[src/rtl/camera_pkg.sv]
// Shared constants, FSM encoding and report-byte builder for the IR camera emulator.
package camera_pkg;

    localparam logic [6:0] CAM_I2C_ADDR = 7'h58;
    localparam logic [7:0] REG_CONF_30  = 8'h30;
    localparam logic [7:0] REG_MODE_33  = 8'h33;
    localparam logic [7:0] REG_REPORT   = 8'h36;
    localparam int         REPORT_LEN   = 16;
    localparam logic [7:0] FILL_BYTE    = 8'hFF;

    typedef enum logic [3:0] {
        ST_IDLE,
        ST_ADDR,
        ST_ADDR_ACK,
        ST_WR_BYTE,
        ST_WR_ACK,
        ST_RD_BYTE,
        ST_RD_ACK,
        ST_IGNORE,
        ST_IDLE_WAIT
    } state_t;

    typedef struct packed {
        logic [9:0] x;
        logic [9:0] y;
        logic [3:0] size;
        logic       valid;
    } blob_t;

    // Byte returned for a read at ptr; anything outside the report window reads as 0x00.
    function automatic logic [7:0] report_byte(input logic [7:0] ptr, input logic [7:0] base,
                                               input int len, input blob_t b);
        logic [7:0] k;
        logic [7:0] result;
        k = ptr - base;
        result = 8'h00;
        if (int'(k) < len && k != 8'd0) begin
            if (!b.valid) begin
                result = FILL_BYTE;
            end else begin
                case (k)
                    8'd1:    result = b.x[7:0];
                    8'd2:    result = b.y[7:0];
                    8'd3:    result = {b.y[9:8], b.x[9:8], b.size};
                    default: result = FILL_BYTE;
                endcase
            end
        end
        return result;
    endfunction

endpackage

[src/rtl/camera_emulator_if.sv]
// Pin-level I2C bus, blob position inputs and configuration outputs of the camera emulator.
interface camera_emulator_if;
    logic       i2c_scl;
    logic       i2c_sda_in;
    logic       i2c_sda;
    logic       i2c_sda_dir;
    logic [9:0] blob_x;
    logic [9:0] blob_y;
    logic [3:0] blob_size;
    logic       blob_valid;
    logic       cfg_we;
    logic [7:0] cfg_addr;
    logic [7:0] cfg_data;
    logic [7:0] cfg_30;
    logic [7:0] cfg_33;

    modport slave (
        input  i2c_scl, i2c_sda_in, blob_x, blob_y, blob_size, blob_valid,
        output i2c_sda, i2c_sda_dir, cfg_we, cfg_addr, cfg_data, cfg_30, cfg_33
    );

    modport master (
        output i2c_scl, i2c_sda_in, blob_x, blob_y, blob_size, blob_valid,
        input  i2c_sda, i2c_sda_dir, cfg_we, cfg_addr, cfg_data, cfg_30, cfg_33
    );
endinterface

[src/rtl/i2c_bus_monitor.sv]
// Synchronises SCL/SDA into the clk domain and flags SCL edges plus START/STOP conditions.
module i2c_bus_monitor #(
    parameter int SYNC_STAGES = 2
) (
    input  logic clk,
    input  logic reset,
    input  logic scl,
    input  logic sda,
    output logic scl_rise,
    output logic scl_fall,
    output logic start_det,
    output logic stop_det,
    output logic sda_s
);
    logic [SYNC_STAGES-1:0] scl_sync;
    logic [SYNC_STAGES-1:0] sda_sync;
    logic                   scl_d;
    logic                   sda_d;
    logic                   scl_s;

    // NOTE: these flops reset to 1 (idle bus level) so leaving reset never fakes an edge or START.
    always_ff @(posedge clk or negedge reset) begin
        if (!reset) begin
            scl_sync <= '1;
            sda_sync <= '1;
            scl_d    <= 1'b1;
            sda_d    <= 1'b1;
        end else begin
            scl_sync[0] <= scl;
            sda_sync[0] <= sda;
            for (int i = 1; i < SYNC_STAGES; i++) begin
                scl_sync[i] <= scl_sync[i-1];
                sda_sync[i] <= sda_sync[i-1];
            end
            scl_d <= scl_s;
            sda_d <= sda_s;
        end
    end

    assign scl_s     = scl_sync[SYNC_STAGES-1];
    assign sda_s     = sda_sync[SYNC_STAGES-1];
    assign scl_rise  = scl_s & ~scl_d;
    assign scl_fall  = ~scl_s & scl_d;
    assign start_det = scl_s & scl_d & sda_d & ~sda_s;
    assign stop_det  = scl_s & scl_d & ~sda_d & sda_s;

endmodule

[src/rtl/camera_emulator.sv]
// I2C responder standing in for the IR position camera: takes config writes, serves position reports.
module camera_emulator
    import camera_pkg::*;
#(
    parameter logic [6:0] I2C_ADDR    = CAM_I2C_ADDR,
    parameter logic [7:0] READ_BASE   = REG_REPORT,
    parameter int         READ_LEN    = REPORT_LEN,
    parameter int         SYNC_STAGES = 2
) (
    input logic              clk,
    input logic              reset,
    camera_emulator_if.slave bus
);
    logic       scl_rise, scl_fall, start_det, stop_det, sda_s;
    state_t     state, state_nxt;
    logic [7:0] shift;
    logic [7:0] pointer;
    logic [3:0] bit_cnt;
    logic       byte_done;
    logic       rw;
    logic       byte_index;
    logic       master_ack;
    blob_t      snap;
    logic       sda_dir;
    logic       cfg_we;
    logic [7:0] cfg_addr, cfg_data, cfg_30, cfg_33;

    i2c_bus_monitor #(.SYNC_STAGES(SYNC_STAGES)) u_bus_monitor (
        .clk       (clk),
        .reset     (reset),
        .scl       (bus.i2c_scl),
        .sda       (bus.i2c_sda_in),
        .scl_rise  (scl_rise),
        .scl_fall  (scl_fall),
        .start_det (start_det),
        .stop_det  (stop_det),
        .sda_s     (sda_s)
    );

    assign byte_done = (bit_cnt == 4'd8);

    // NOTE: sequential state uses non-blocking assignments so every flop sees pre-edge values.
    always_ff @(posedge clk or negedge reset) begin
        if (!reset) state <= ST_IDLE;
        else        state <= state_nxt;
    end

    // Bus conditions override any bit-level progress; state only advances on SCL falls.
    always_comb begin
        // NOTE: default first so no path leaves state_nxt unassigned (no latch).
        state_nxt = state;
        if (stop_det) begin
            state_nxt = ST_IDLE;
        end else if (start_det) begin
            state_nxt = ST_ADDR;
        end else if (scl_fall) begin
            case (state)
                ST_ADDR:     if (byte_done) state_nxt = (shift[7:1] == I2C_ADDR) ? ST_ADDR_ACK : ST_IGNORE;
                ST_ADDR_ACK: state_nxt = rw ? ST_RD_BYTE : ST_WR_BYTE;
                ST_WR_BYTE:  if (byte_done) state_nxt = ST_WR_ACK;
                ST_WR_ACK:   state_nxt = ST_WR_BYTE;
                ST_RD_BYTE:  if (byte_done) state_nxt = ST_RD_ACK;
                ST_RD_ACK:   state_nxt = master_ack ? ST_RD_BYTE : ST_IDLE_WAIT;
                default:     state_nxt = state;
            endcase
        end
    end

    // Decoded from registered state so reset releases SDA without waiting for a clock.
    always_comb begin
        sda_dir = 1'b0;
        case (state)
            ST_ADDR_ACK, ST_WR_ACK: sda_dir = 1'b1;
            ST_RD_BYTE:             sda_dir = ~shift[7];
            default:                sda_dir = 1'b0;
        endcase
    end

    always_ff @(posedge clk or negedge reset) begin
        if (!reset) begin
            shift      <= '0;
            pointer    <= '0;
            bit_cnt    <= '0;
            rw         <= 1'b0;
            byte_index <= 1'b0;
            master_ack <= 1'b0;
            snap       <= '0;
            cfg_we     <= 1'b0;
            cfg_addr   <= '0;
            cfg_data   <= '0;
            cfg_30     <= '0;
            cfg_33     <= '0;
        end else begin
            cfg_we <= 1'b0;
            if (start_det || stop_det) begin
                bit_cnt <= '0;
            end else begin
                if (scl_rise) begin
                    case (state)
                        ST_ADDR, ST_WR_BYTE: if (!byte_done) begin
                            shift   <= {shift[6:0], sda_s};
                            bit_cnt <= bit_cnt + 4'd1;
                        end
                        ST_RD_BYTE: if (!byte_done) bit_cnt <= bit_cnt + 4'd1;
                        ST_RD_ACK: begin
                            master_ack <= ~sda_s;
                            if (!sda_s) pointer <= pointer + 8'd1;
                        end
                        default: ;
                    endcase
                end
                if (scl_fall) begin
                    case (state)
                        ST_ADDR: if (byte_done) begin
                            rw   <= shift[0];
                            snap <= {bus.blob_x, bus.blob_y, bus.blob_size, bus.blob_valid};
                        end
                        ST_ADDR_ACK: begin
                            bit_cnt    <= '0;
                            byte_index <= 1'b0;
                            if (rw) shift <= report_byte(pointer, READ_BASE, READ_LEN, snap);
                        end
                        ST_WR_BYTE: if (byte_done) begin
                            byte_index <= 1'b1;
                            if (!byte_index) begin
                                pointer <= shift;
                            end else begin
                                cfg_we   <= 1'b1;
                                cfg_addr <= pointer;
                                cfg_data <= shift;
                                if (pointer == REG_CONF_30) cfg_30 <= shift;
                                if (pointer == REG_MODE_33) cfg_33 <= shift;
                                pointer <= pointer + 8'd1;
                            end
                        end
                        ST_WR_ACK: bit_cnt <= '0;
                        ST_RD_BYTE: if (!byte_done && bit_cnt != 4'd0) shift <= {shift[6:0], 1'b0};
                        ST_RD_ACK: if (master_ack) begin
                            bit_cnt <= '0;
                            shift   <= report_byte(pointer, READ_BASE, READ_LEN, snap);
                        end
                        default: ;
                    endcase
                end
            end
        end
    end

    assign bus.i2c_sda     = 1'b0;
    assign bus.i2c_sda_dir = sda_dir;
    assign bus.cfg_we      = cfg_we;
    assign bus.cfg_addr    = cfg_addr;
    assign bus.cfg_data    = cfg_data;
    assign bus.cfg_30      = cfg_30;
    assign bus.cfg_33      = cfg_33;

endmodule

[src/flat_wrapper.sv]
// flat-port wrapper written by rule: the top's interface ports become plain ports
module camera_emulator_flat import camera_pkg::*;
#(
    parameter logic [6:0] I2C_ADDR    = CAM_I2C_ADDR,
    parameter logic [7:0] READ_BASE   = REG_REPORT,
    parameter int         READ_LEN    = REPORT_LEN,
    parameter int         SYNC_STAGES = 2
)
  (clk, reset, bus_i2c_scl, bus_i2c_sda_in, bus_blob_x, bus_blob_y, bus_blob_size, bus_blob_valid, bus_i2c_sda, bus_i2c_sda_dir, bus_cfg_we, bus_cfg_addr, bus_cfg_data, bus_cfg_30, bus_cfg_33);
  camera_emulator_if bus_i ();
  input logic clk;
  input logic reset;
  input wire logic [$bits(bus_i.i2c_scl)-1:0] bus_i2c_scl;
  input wire logic [$bits(bus_i.i2c_sda_in)-1:0] bus_i2c_sda_in;
  input wire logic [$bits(bus_i.blob_x)-1:0] bus_blob_x;
  input wire logic [$bits(bus_i.blob_y)-1:0] bus_blob_y;
  input wire logic [$bits(bus_i.blob_size)-1:0] bus_blob_size;
  input wire logic [$bits(bus_i.blob_valid)-1:0] bus_blob_valid;
  output wire logic [$bits(bus_i.i2c_sda)-1:0] bus_i2c_sda;
  output wire logic [$bits(bus_i.i2c_sda_dir)-1:0] bus_i2c_sda_dir;
  output wire logic [$bits(bus_i.cfg_we)-1:0] bus_cfg_we;
  output wire logic [$bits(bus_i.cfg_addr)-1:0] bus_cfg_addr;
  output wire logic [$bits(bus_i.cfg_data)-1:0] bus_cfg_data;
  output wire logic [$bits(bus_i.cfg_30)-1:0] bus_cfg_30;
  output wire logic [$bits(bus_i.cfg_33)-1:0] bus_cfg_33;
  assign bus_i.i2c_scl = bus_i2c_scl;
  assign bus_i.i2c_sda_in = bus_i2c_sda_in;
  assign bus_i.blob_x = bus_blob_x;
  assign bus_i.blob_y = bus_blob_y;
  assign bus_i.blob_size = bus_blob_size;
  assign bus_i.blob_valid = bus_blob_valid;
  assign bus_i2c_sda = bus_i.i2c_sda;
  assign bus_i2c_sda_dir = bus_i.i2c_sda_dir;
  assign bus_cfg_we = bus_i.cfg_we;
  assign bus_cfg_addr = bus_i.cfg_addr;
  assign bus_cfg_data = bus_i.cfg_data;
  assign bus_cfg_30 = bus_i.cfg_30;
  assign bus_cfg_33 = bus_i.cfg_33;
  camera_emulator #(.I2C_ADDR(I2C_ADDR), .READ_BASE(READ_BASE), .READ_LEN(READ_LEN), .SYNC_STAGES(SYNC_STAGES)) u_core (.clk(clk), .reset(reset), .bus(bus_i));
endmodule
[config.mk]
export PLATFORM = sky130hd
export DESIGN_NAME = camera_emulator_flat
export DESIGN_NICKNAME = d
export VERILOG_FILES = /design/src/rtl/camera_pkg.sv /design/src/rtl/camera_emulator_if.sv /design/src/rtl/i2c_bus_monitor.sv /design/src/rtl/camera_emulator.sv /design/src/flat_wrapper.sv
export SDC_FILE = /design/constraint.sdc
export NUM_CORES = 1
export LEC_CHECK = 0
export BUFFER_PORTS_ARGS = -buffer_cell sky130_fd_sc_hd__buf_2
export CAP_MARGIN = 30
export CORE_MARGIN = 4
export CORE_UTILIZATION = 50
export DETAILED_ROUTE_END_ITERATION = 10
export HOLD_SLACK_MARGIN = 0.15
export PLACE_DENSITY = 0.71
export SETUP_SLACK_MARGIN = 0.5
export SLEW_MARGIN = 25
export SYNTH_ARGS = -nofsm -noshare
export SYNTH_HDL_FRONTEND = slang
export SYNTH_SLANG_ARGS = --single-unit
[constraint.sdc]
create_clock -name clk -period 3.8 [get_ports clk]
set_clock_uncertainty 0.2 [all_clocks]
set_input_delay 0.57 -clock clk [delete_from_list [all_inputs] [get_ports clk]]
set_output_delay 0.57 -clock clk [all_outputs]
set_load 0.01 [all_outputs]
# Yosys cells after proc, flatten, opt, wreduce, memory -nomap -nowiden
# Index checks and enable logic that the tools add are counted.
# Widths: inputs -> output; s select.
[word_totals]
register_bits = 91
input_bits = 29
output_inout_bits = 35
[classes]
n_addsub = 3
order_cmp = 1
eq_ne = 17
n_mux = 43
bitwise_logic = 13
reduce_logical = 19
[op_table]
columns = ["cell", "n"]
rows = [
  ["$mux 8", 16],
  ["$mux 4", 13],
  ["$pmux 8 s3", 2],
  ["$pmux 4 s6", 1],
  ["$eq 8x2->1 const B", 2],
  ["$eq 8x6->1 const B", 2],
  ["$reduce_bool 8->1", 2],
  ["$eq 4x3->1 const B", 3],
  ["$ne 4x1->1 const B", 3],
  ["$reduce_and 6->1", 2],
  ["$reduce_and 5->1", 2],
  ["$add 8x1->8 const B", 1],
  ["$eq 4x2->1 const B", 2],
  ["$eq 8x1->1 const B", 1],
  ["$lt 8x5->1 const B", 1],
  ["$pmux 4 s2", 1],
  ["$reduce_and 4->1", 2],
  ["$sub 8x6->8 const B", 1],
  ["$and 1x1->1", 7],
  ["$eq 7x7->1 const B", 1],
  ["$mux 1", 6],
  ["$mux 3", 2],
  ["$not 1->1", 6],
  ["$add 4x1->4 const B", 1],
  ["other kinds (13)", 16],
]

# Depth between registers and ports, before layout
# Gate-level depths: netlist of the first run.
[depth]
ltp_word = 8
depth_mapped = 10
depth_no_buf = 7

# Cells and area by module
# Synthesis of the first run repeated with hierarchy kept, for this count alone.
[hier_totals]
cells_unflattened = 377
area_unflattened_um2 = 4626.9
[by_module_without_submodules]
columns = ["mod", "instances", "cells_per_inst", "area_per_inst_um2", "seq_area_each_um2"]
rows = [
  ["camera_emulator", 1, 367, 4436.8, 2127.0],
  ["i2c_bus_monitor", 1, 10, 190.2, 157.7],
]

# Least setup slack after synthesis of the first run
# No wires, ideal clock.
[synth_path]
path_type = "register to register"
start = "register u_core.bit_cnt[0]"
end = "register u_core.cfg_30[0], in the netlist u_core.bus.cfg_30[0]"
arrival_time_ns = 1.835
slack_ns = 1.641
path_stages_with_launch = 10
n_path_buf = 2
synth_period_minus_slack_ns = 2.159
path_cell_list = "dfrtp_1 inv_1 ha_1 and3b_1 and3_1 buf_4 and3_1 buf_6 nand3_4 mux2_2"
[synth_between]
elab_chain_cells = 2
[synth_lines]
columns = ["element", "line", "source"]
rows = [
  ["start, declared", "camera_emulator.sv:18", "logic [3:0] bit_cnt;"],
  ["start signal, assigned", "camera_emulator.sv:102", "bit_cnt <= bit_cnt + 4'd1;"],
  ["start signal, assigned", "camera_emulator.sv:104", "ST_RD_BYTE: if (!byte_done) bit_cnt <= bit_cnt + 4'd1;"],
  ["$eq 4x4->1", "camera_emulator.sv:40", "assign byte_done = (bit_cnt == 4'd8);"],
  ["$reduce_and 6->1 (no source line)", "-", ""],
  ["end signal, assigned", "camera_emulator.sv:131", "if (pointer == REG_CONF_30) cfg_30 <= shift;"],
  ["end, declared", "camera_emulator.sv:26", "logic [7:0] cfg_addr, cfg_data, cfg_30, cfg_33;"],
]
# No other way between the ends.
# A chain may end at the register's enable or synchronous reset.

# Worst setup path after layout of the first run
[layout_path]
start = "register u_core.bit_cnt[0]"
end = "register u_core.cfg_33[4], in the netlist u_core.bus.cfg_33[4]"
[layout_between]
elab_chain_cells = 2
[layout_lines]
columns = ["element", "line", "source"]
rows = [
  ["$eq 4x4->1", "camera_emulator.sv:40", ""],
  ["$reduce_and 6->1 (no source line)", "-", ""],
  ["end signal, assigned", "camera_emulator.sv:132", "if (pointer == REG_MODE_33) cfg_33 <= shift;"],
  ["end, declared", "camera_emulator.sv:26", ""],
]
# No other way between the ends.

==> results by group, run 1 <==
Clock network
  • CTS tree: done
  • TritonCTS Buffers: 9
  • Clk buf depth: 2
  • Postcts setup bufs: 0
  • H-tree Lvls: 3
  • Clock latency on the worst-skew pair: between 0.3 and 0.4 ns
  • Root Buffer Master: clkbuf_8
  • # resized after CTS: 0
  • Hold-fix buffers at CTS: 3
  • Clk pin slew, worst setup/hold paths: 0.10 ns
  • Clock sink count: 91

Logic synthesis
  • Net Count, Synth: 460
  • Ys flop type: dfrtp_1
  • Yosys reg bits: 91
  • Syn_area_per_cell: roughly 11 um2
  • Async SR Flop Fraction: 100%
  • Cell Area, Synth: 4540 um2
  • YS warnings: 0
  • Post-synth EDFFs: 0
  • Post-Synthesis Cells: approximately 420
  • Seq/Total Area, Yosys: 50.3%
  • Yosys cell types: 59

Global route
  • First-pass GRT wire length: 16.5 mm
  • Remaining Overflow, GRT: 0
  • Vias in the first global route: approximately 3300
  • Grt peak-use layer: met2
  • Largest net degree at the start of global routing: 35
  • GRT Total Usage: between 10% and 20%
  • Grt met3 use: 4.90%
  • Antenna violations before repair: 0
  • Met1 Usage GRT: around 28%
  • Met2 Usage GRT: 30.5%

Die
  • Die X: ~100 um
  • Die ar.: 10700 um2
  • Core area: 8760 um2
  • Starting density of the core: 51.8%
  • Num rows: 34
  • IO Pins: 64
  • Height of the die: 103 um

Route
  • Starting DRC count in detailed routing: 199
  • Final WL: between 9 and 10 mm
  • Vias/cell: around 5.8
  • Final ANT Viol Nets: 0
  • Residual DRC count: 0
  • DR vias: about 3400
  • Wire length per cell: 16.8 um
  • Pre-antenna DRT Iters: 6

Layout
  • Layout Nets: 510
  • Share of cells above drive strength 1: roughly 29%
  • Synthesis-to-layout area growth: 12.2%
  • Number of diodes: 0
  • Fill cells: 784

STA
  • Fin. Hold Viols: 0
  • Fmax: 380 MHz
  • Slew margin rel.: between 50% and 60%
  • Post-route clock period utilization: between 60% and 70%
  • Slew Viols, Final: 0
  • Worst-Margin Slew: 0.688 ns
  • Finish-stage setup viols: 0
  • Final TNS setup: 0 ns
  • Min cycle time layout: 2.63 ns
  • Hold WS: about 0.16 ns
  • RSZ-0062 raised after global routing: no

Place
  • Detailed Place HPWL: 7.14 mm
  • Port Buf Inserts: 62
  • Placer Congestion: approximately 0.92

Critical path
  • Critical path class: register to register
  • Worst EP required: slightly below 4 ns
  • Crit. End Element: register
  • Worst EP arrival: 2.68 ns
  • R2r worst-path depth: 7
  • Crit path max fanout: 13
  • Critical path launch point type: register

Power and ir drop
  • Peak supply drop: 0.000188 V
  • Power Dens Cells: 430 nW/um2
  • Static leakage: 2.48 nW

Worst hold path
  • Hold Crit Depth: 0
  • Min-Delay Path Class: register to register

Job
  • Count of maximum capacitance violations: 0

Outcome
  • Run status: completed
[cells in the final DEF (no fill, tap or decap), types with 3 or more instances in the layout]
cell / synthesis / final
o211a_1: 5 / 5
nand2b_1: 4 / 4
or2_2: 3 / 3
buf_4: 2 / 4
and3_1: 6 / 6
dlygate4sd3_1: 0 / 3
xnor2_1: 4 / 4
a222oi_1: 8 / 8
mux2_2: 42 / 42
inv_6: 0 / 3
nand4_1: 4 / 4
o211ai_1: 3 / 3
ha_1: 7 / 7
and2_1: 8 / 8
o21ai_0: 18 / 18
nor2b_1: 8 / 8
xor2_1: 4 / 4
nor2_1: 22 / 22
buf_2: 10 / 61
nand2_1: 61 / 61
or3_1: 3 / 3
mux2i_1: 11 / 11
dfrtp_1: 85 / 85
dfstp_2: 6 / 6
nor3_1: 5 / 5
inv_1: 12 / 12
o221ai_1: 3 / 3
clkbuf_8: 0 / 9
nand3_1: 9 / 9
nand3b_1: 7 / 7
a21oi_1: 10 / 10
a311oi_1: 4 / 4
[state kept, by name, summed over array words and instances (netlist names), 4 cells and up]
signal / flops
u_core.bus.cfg_data: 8
u_core.state: 4
u_core.pointer: 8
u_core.shift: 8
u_core.bus.cfg_33: 8
u_core.bus.cfg_addr: 8
u_core.snap: 25
u_core.bit_cnt: 4
u_core.bus.cfg_30: 8
[metrics by stage]
stage	std cells	cell area (um2)	power, mW	utilization [%]	worst slack (ns)
floorplan	424	4540	1.41	-	1.64
global placement	568	4860	1.52	55.5	1.26
detailed placement	568	4860	1.53	55.5	1.17
CTS	587	5100	2.21	58.2	1.16
global route	587	5100	2.31	58.2	0.876
finish	587	5100	2.19	58.2	1.17
[metal layers]
layer / up-vias / wire length [um] / share of wire [%]
met5: - / 0 / 0
met4: 0 / 76 / 0.77
met3: 9 / 644 / 6.5
met2: 121 / 4600 / 47
met1: 1659 / 4530 / 46
li1: 1601 / - / -
[cell type report]
type / count / area (um2) / area share, %
clock inverter: 7 / 82.6 / 1.62
inverter: 12 / 45.0 / 0.884
clock buffer: 9 / 124 / 2.43
multi-input combinational: 292 / 2060 / 40.4
timing repair buffer: 68 / 365 / 7.17
sequential: 91 / 2280 / 44.8
tap: 108 / 135 / 2.65
[cell usage after synthesis (all sizes together) (7+ instances only)]
cell type,instances,area (um2)
nand3,12,90.1
ha,7,87.6
dfrtp,85,2130
and2,8,50.1
mux2i,11,110
mux2,42,473
inv,12,45.0
a21oi,10,50.1
nand3b,7,52.6
nor2b,8,50.1
buf,15,98.8
nor2,22,82.6
nand2,61,229
o21ai,19,95.1
clkbuf,14,52.6
a222oi,8,80.1
[worst paths after layout]
| kind | slack (ns) | from | end |
|---|---|---|---|
| worst max-delay path | 1.17 | u_core.bit_cnt[0] | u_core.bus.cfg_33[4] |
| worst max register to register | 1.17 | u_core.bit_cnt[0] | u_core.bus.cfg_33[4] |
| worst min register to register | 0.16 | u_core.u_bus_monitor.scl_sync[0] | u_core.u_bus_monitor.scl_sync[1] |
| max in group asynchronous | 2.16 | reset | u_core.shift[3] |
| min in group asynchronous | 0.47 | reset | u_core.bus.cfg_addr[7] |
| worst min-delay path | 0.16 | u_core.u_bus_monitor.scl_sync[0] | u_core.u_bus_monitor.scl_sync[1] |
[critical path, stage by stage (launching register included)]
cell	delay, ns
dfrtp_1	0.43
inv_1	0.08
ha_1	0.14
and3b_1	0.26
and3_1	0.29
and3_1	0.56
nand3_4	0.22
mux2_2	0.34
[kinds of logic (layout without fill, tap and decap cells)]
logic type	after synthesis	in the layout	share of synthesized area [%]
compound gates	67	67	10.7
xor+xnor	8	8	1.54
fa+ha+maj	7	7	1.93
buf+inv	41	96	4.33
flops	91	91	50.3
mux	53	53	12.8
other cells	1	1	0.0826
simple gates	156	156	18.3
[report_power, final]
group	total [mW]	internal (mW)	switching, mW	leakage, nW
sequential	1.18	1.04	0.147	1.18
clock	0.680	0.316	0.364	0.0988
combinational	0.329	0.165	0.164	1.20
total	2.19	1.52	0.676	2.48
No activity file was read; power rests on OpenSTA's default activity.
==> inputs of run 2 (changes only) <==
- clock period: 3.8 -> 2.5 ns (I/O delays scaled with it)
==> run 2 against run 1 <==
First-iteration DRC count increased by 65%. Critical path type unchanged. Routed wire length increased by 25%. Sequential share of layout area decreased by 7.3 points. Register-to-register slack got worse by 0.75 ns. Sequential power increased by 50%. Cell area increased by 20%. Clock-buffer cell count increased by 1. Combinational power increased by 150%. Non-clock buffer count increased by 75. Total power increased by 64%. Critical endpoint is now u_core.snap[24]. Critical path depth unchanged.
==> results by group, run 2 (synthesized netlist as in run 1, its figures left out) <==
Clock network
  • Root Buffer Master: clkbuf_8
  • H-tree Lvls: 3
  • Clock sink count: 91
  • Clk buf depth: 2
  • Clock latency on the worst-skew pair: 0.36 ns
  • TritonCTS Buffers: 9
  • Clk pin slew, worst setup/hold paths: 0.09 ns
  • CTS tree: done

Die
  • Height of the die: 103 um
  • Starting density of the core: 51.8%
  • IO Pins: 64
  • Core area: 8760 um2
  • Num rows: 34
  • Die X: approximately 100 um
  • Die ar.: 10700 um2

Power and ir drop
  • Power Dens Cells: 591 nW/um2
  • Static leakage: 2.94 nW
  • Comb power frac: 22.5%
  • Total power: between 3 and 4 mW
  • Clock share of power: roughly 28%
  • P_int: 2.47 mW
  • Sequential power share: 49.0%
  • NetSw: 1.13 mW
  • Net Sw Frac: between 30% and 40%
  • Peak supply drop: about 0.00035 V

Layout
  • Number of diodes: 0
  • Seq. cell area: about 2300 um2
  • Most frequent cells in the layout: dfrtp_1 (81), buf_2 (62), nand2_1 (61), buf_4 (42), mux2_2 (33)
  • Largest register FFs: 25
  • Synthesis-to-layout area growth: 34.5%
  • Post-Layout Cell Count: 663
  • Design area: around 6100 um2
  • Multi-input gate area: 2350 um2
  • Reg with most FFs: u_core.snap
  • Fill cells: 619
  • Layout Nets: about 590
  • Commonest non-fill, non-tap cell in the layout: dfrtp_1
  • Finished Core Util: 69.7%
  • Share of cells above drive strength 1: 40.7%

Critical path
  • Worst EP arrival: between 2 and 2.5 ns
  • Worst EP required: 2.55 ns
  • Critical path launch point type: register
  • Critical path's most frequent cell: buf_4
  • Critical path class: register to register
  • Crit. End Element: register
  • Slowest stage delay, CP: 0.43 ns
  • Slowest CP cell: dfrtp_1
  • Crit path max fanout: 7
  • Critical path, cell by cell: buf_4, nor3b_4, and3_4, buf_4, nand3_4, clkbuf_16, mux2_2

Route
  • Wire length per cell: about 19 um
  • Vias/cell: 5.88
  • Final ANT Viol Nets: 0
  • DR vias: about 4000
  • Residual DRC count: 0
  • Pre-antenna DRT Iters: 6
  • Starting DRC count in detailed routing: 329
  • Final WL: 12.3 mm

STA
  • Post-route worst setup slack: roughly 0.41 ns
  • Post-route clock period utilization: 83.4%
  • Fmax: 480 MHz
  • Finish-stage setup viols: 0
  • Fin. Hold Viols: 0
  • Slew Viols, Final: 0
  • Final TNS setup: 0 ns
  • Min cycle time layout: 2.09 ns
  • Hold WS: 0.159 ns
  • RSZ-0062 raised after global routing: yes
  • Worst-Margin Slew: between 0.5 and 0.6 ns
  • Slew margin rel.: 64.3%

Place
  • Detailed Place HPWL: slightly above 7 mm
  • Placer Congestion: 0.927
  • Post-place setup slack: between 0.3 and 0.4 ns
  • Dpl cells: 577
  • Port Buf Inserts: 62
  • Post-place instance area: 5000 um2

Global route
  • GRT Total Usage: 21.9%
  • Remaining Overflow, GRT: 0
  • Vias in the first global route: 3768
  • Antenna violations before repair: 0
  • First-pass GRT wire length: 18.2 mm
  • Largest net degree at the start of global routing: 52

Outcome
  • Run status: completed

Job
  • Count of maximum capacitance violations: 0

Worst hold path
  • Min-Delay Path Class: register to register
run 2: changes by cell type in the layout (fill, tap and decap cells not counted), moves of 5 or more:
| cell | change |
|---|---|
| mux2_2 | -9 |
| buf_4 | +38 |
| ha_2 | +5 |
| dlygate4sd3_1 | +25 |
| ha_1 | -5 |
| mux2_4 | +9 |
run 2: repair_timing:
item / CTS / global route
setup buffers: 14 / 23
endpoints found under the setup margin: 59 / 76
gates cloned: 1 / 4
pin swaps: 4 / 10
gates resized for setup: 19 / 47
endpoints found under the hold margin: 61 / 0
hold buffers: 28 / 0
run 2: final timing paths:
| path | from | end | slack (ns) | depth (start not counted) |
|---|---|---|---|---|
| setup / recovery | u_core.state[2] | u_core.snap[24] | 0.41 | 7 |
| hold reg to reg | u_core.u_bus_monitor.sda_sync[0] | u_core.u_bus_monitor.sda_sync[1] | 0.16 | 0 |
| max in group asynchronous | reset | u_core.pointer[2] | 1.11 | 3 |
| min in group asynchronous | reset | u_core.bus.cfg_we | 0.33 | 2 |
| setup reg to reg | u_core.state[2] | u_core.snap[24] | 0.41 | 7 |
| hold / removal | u_core.u_bus_monitor.sda_sync[0] | u_core.u_bus_monitor.sda_sync[1] | 0.16 | 0 |
run 2: power groups by stage:
stage,Clock [mW],Sequential (mW),Combinational (mW)
global placement,0,1.79,0.529
global route,1.11,1.78,0.878
floorplan,0,1.66,0.490
detailed placement,0,1.80,0.546
finish,1.03,1.77,0.811
CTS,1.03,1.75,0.662
run 2: layout make-up:
type	instances	area share [%]
clock buffer	10	2.09
timing repair buffer	143	17.9
sequential	91	37.5
clock inverter	6	1.15
tap	108	2.21
inverter	12	0.737
multi-input combinational	293	38.4
run 2: layer usage:
| layer | vias to the layer above | share of wire [%] | track usage, % |
|---|---|---|---|
| met5 | - | 0 | 0 |
| met3 | 27 | 5.9 | 4.49 |
| met4 | 0 | 2.4 | 7.37 |
| met2 | 177 | 50 | 35.9 |
| li1 | 1751 | - | - |
| met1 | 1945 | 42 | 29.0 |
run 2: critical path, delay by kind of cell, from the launching register on:
family        cells  cell delay [ns]
simple gates      3             0.58
mux               1             0.27
flops             1             0.43
buf+inv           3             0.49
==> inputs of run 3 (changes only) <==
- clock period: 2.5 -> 2.1 ns (I/O delays scaled with it)
==> run 3 against run 2 <==
The run now ends with negative setup slack left. Via count up 3.9%. Sequential share of layout area fell by 2.7 points. Cell count is 3.6% higher. Critical endpoint is now u_core.snap[22]. Highest routed layer unchanged. Sequential power is 12% higher. Total power is 25% higher. First-iteration DRC count is 18% lower. Largest power group unchanged. Routed wire length up 6.2%. Setup slack got worse by 0.42 ns.
==> results by group, run 3 (synthesized netlist as in run 1, its figures left out) <==
Outcome
  • Run status: finished with violations
  • Violated checks: negative setup slack

STA
  • Post-route worst setup slack: -0.00894 ns
  • Final TNS setup: -0.0152 ns
  • Slew Viols, Final: 0
  • Fin. Hold Viols: 0
  • Finish-stage setup viols: 3
  • Slew margin rel.: 61.0%
  • Hold WS: 0.160 ns
  • Post-route clock period utilization: 100%
  • RSZ-0062 raised after global routing: yes
  • Min cycle time layout: 2.11 ns
  • Fmax: 474 MHz
  • Worst-Margin Slew: 0.584 ns

Layout
  • Largest register FFs: 25
  • Most frequent cells in the layout: dfrtp_1 (83), buf_2 (61), nand2_1 (53), buf_4 (50), dlygate4sd3_1 (28)
  • Reg with most FFs: u_core.snap
  • Fill cells: 548
  • Synthesis-to-layout area growth: 44.7%
  • Number of diodes: 0
  • Commonest non-fill, non-tap cell in the layout: dfrtp_1
  • Share of cells above drive strength 1: 47.8%
  • Layout Nets: 610

Job
  • Count of maximum capacitance violations: 0

Critical path
  • R2r worst-path depth: 6
  • Slowest CP cell: dfstp_2
  • Cell depth of the worst setup path: 6
  • Reg-to-Reg Start: u_core.u_bus_monitor.scl_d
  • Critical path launch point type: register
  • Critical path, cell by cell: nor3b_4, and3_4, buf_4, nand3_4, clkbuf_16, mux2_2
  • CP top delay family: flip-flops
  • Worst EP required: 2.14 ns
  • Worst EP arrival: about 2.2 ns
  • Crit. Startpoint: u_core.u_bus_monitor.scl_d
  • Critical path class: register to register
  • Crit. End Element: register
  • Buf/Inv on CP: 2
  • Slowest stage delay, CP: 0.59 ns
  • Crit path max fanout: 7

Die
  • Core area: 8760 um2
  • IO Pins: 64
  • Die ar.: 10700 um2
  • Num rows: 34
  • Starting density of the core: approximately half
  • Die X: 103 um
  • Height of the die: slightly above 100 um

Route
  • Wire length per cell: 19.1 um
  • Final WL: 13.1 mm
  • Vias/cell: 5.90
  • Starting DRC count in detailed routing: 269
  • Pre-antenna DRT Iters: 7
  • DR vias: 4051
  • Residual DRC count: 0
  • Final ANT Viol Nets: 0

Global route
  • Vias in the first global route: ~4000
  • Remaining Overflow, GRT: 0
  • Antenna violations before repair: 0
  • GRT Total Usage: 23.2%
  • First-pass GRT wire length: 19.1 mm
  • Grt peak-use layer: met2
  • Largest net degree at the start of global routing: approximately 40
  • Grt met3 use: under 10%
  • Met1 Usage GRT: 29.7%
  • Met2 Usage GRT: 39.6%

Clock network
  • TritonCTS Buffers: 9
  • Clock latency on the worst-skew pair: approximately 0.36 ns
  • Clock sink count: 91
  • CTS tree: done
  • H-tree Lvls: 3
  • Root Buffer Master: clkbuf_8
  • Clk pin slew, worst setup/hold paths: between 0.1 and 0.15 ns
  • Clk buf depth: 2

Power and ir drop
  • Power Dens Cells: 688 nW/um2
  • Total power: 4.52 mW
  • Static leakage: 3.14 nW
  • Peak supply drop: 0.000481 V

Worst hold path
  • Worst Hold Launch: u_core.u_bus_monitor.sda_sync[0]
  • Hold Crit Depth: 0
  • Min-Delay Path Class: register to register

Place
  • Detailed Place HPWL: 7.55 mm
  • Placer Congestion: 0.908
  • Port Buf Inserts: 62
  • Post-place setup slack: 0.00782 ns
## run 3: cell types whose count changed in the layout (fill, tap and decap cells not counted), moves of 6 or more
cell,change
buf_6,+15
buf_4,+8
mux2_2,-8
mux2_4,+8
nand2_1,-8
o21ai_0,-8
a21oi_1,-6
nand2_2,+6
## run 3: worst register-to-register path: stages, from the launching register on
cell and delay (ns):
dfstp_2 0.59, nor3b_4 0.20, and3_4 0.22, buf_4 0.13, nand3_4 0.15, clkbuf_16 0.22
mux2_2 0.28
## run 3: layout make-up
type	count	area, um2	area share (%)
Multi-Input combinational cell	293	2550	38.8
Sequential cell	91	2290	34.8
Timing Repair Buffer	167	1340	20.5
Tap cell	108	135	2.06
Clock buffer	9	124	1.89
Clock inverter	7	82.6	1.26
Inverter	12	45.0	0.686
## run 3: power breakdown
group | total, mW | leakage [nW] | switching (mW) | internal [mW]
clock | 1.25 | 0.0988 | 0.679 | 0.572
combinational | 1.28 | 1.87 | 0.653 | 0.631
sequential | 1.98 | 1.18 | 0.102 | 1.88
total | 4.52 | 3.14 | 1.43 | 3.08
## run 3: final timing paths
| kind | endpoint | slack, ns |
|---|---|---|
| max | u_core.snap[22] | -0.009 |
| min | u_core.u_bus_monitor.sda_sync[1] | 0.16 |
| max reg2reg | u_core.snap[22] | -0.009 |
| min reg2reg | u_core.u_bus_monitor.sda_sync[1] | 0.16 |
| max in group asynchronous | u_core.shift[5] | 0.84 |
| min in group asynchronous | u_core.bus.cfg_data[7] | 0.28 |
## run 3: what timing repair did
action | CTS | global route
resized for setup | 45 | 74
cloned | 1 | 4
endpoints found under the hold margin | 79 | 0
hold buffers | 28 | 0
buffers inserted | 17 | 15
setup endpoints to repair | 84 | 86
pin swaps | 15 | 20
## run 3: stage by stage
step           std cells  instance area (um2)  util [%]
2_1_floorplan        424                 4650         -
3_3_place_gp         606                 5270      60.1
3_5_place_dp         606                 5270      60.1
4_1_cts              668                 6070      69.3
5_1_grt              687                 6570      75.0
6_report             687                 6570      75.0
## run 3: layer usage
layer | up-vias | wire [um]
li1 | 1808 | -
met1 | 2034 | 5230
met2 | 167 | 6690
met3 | 42 | 764
met4 | 0 | 409
met5 | - | 0
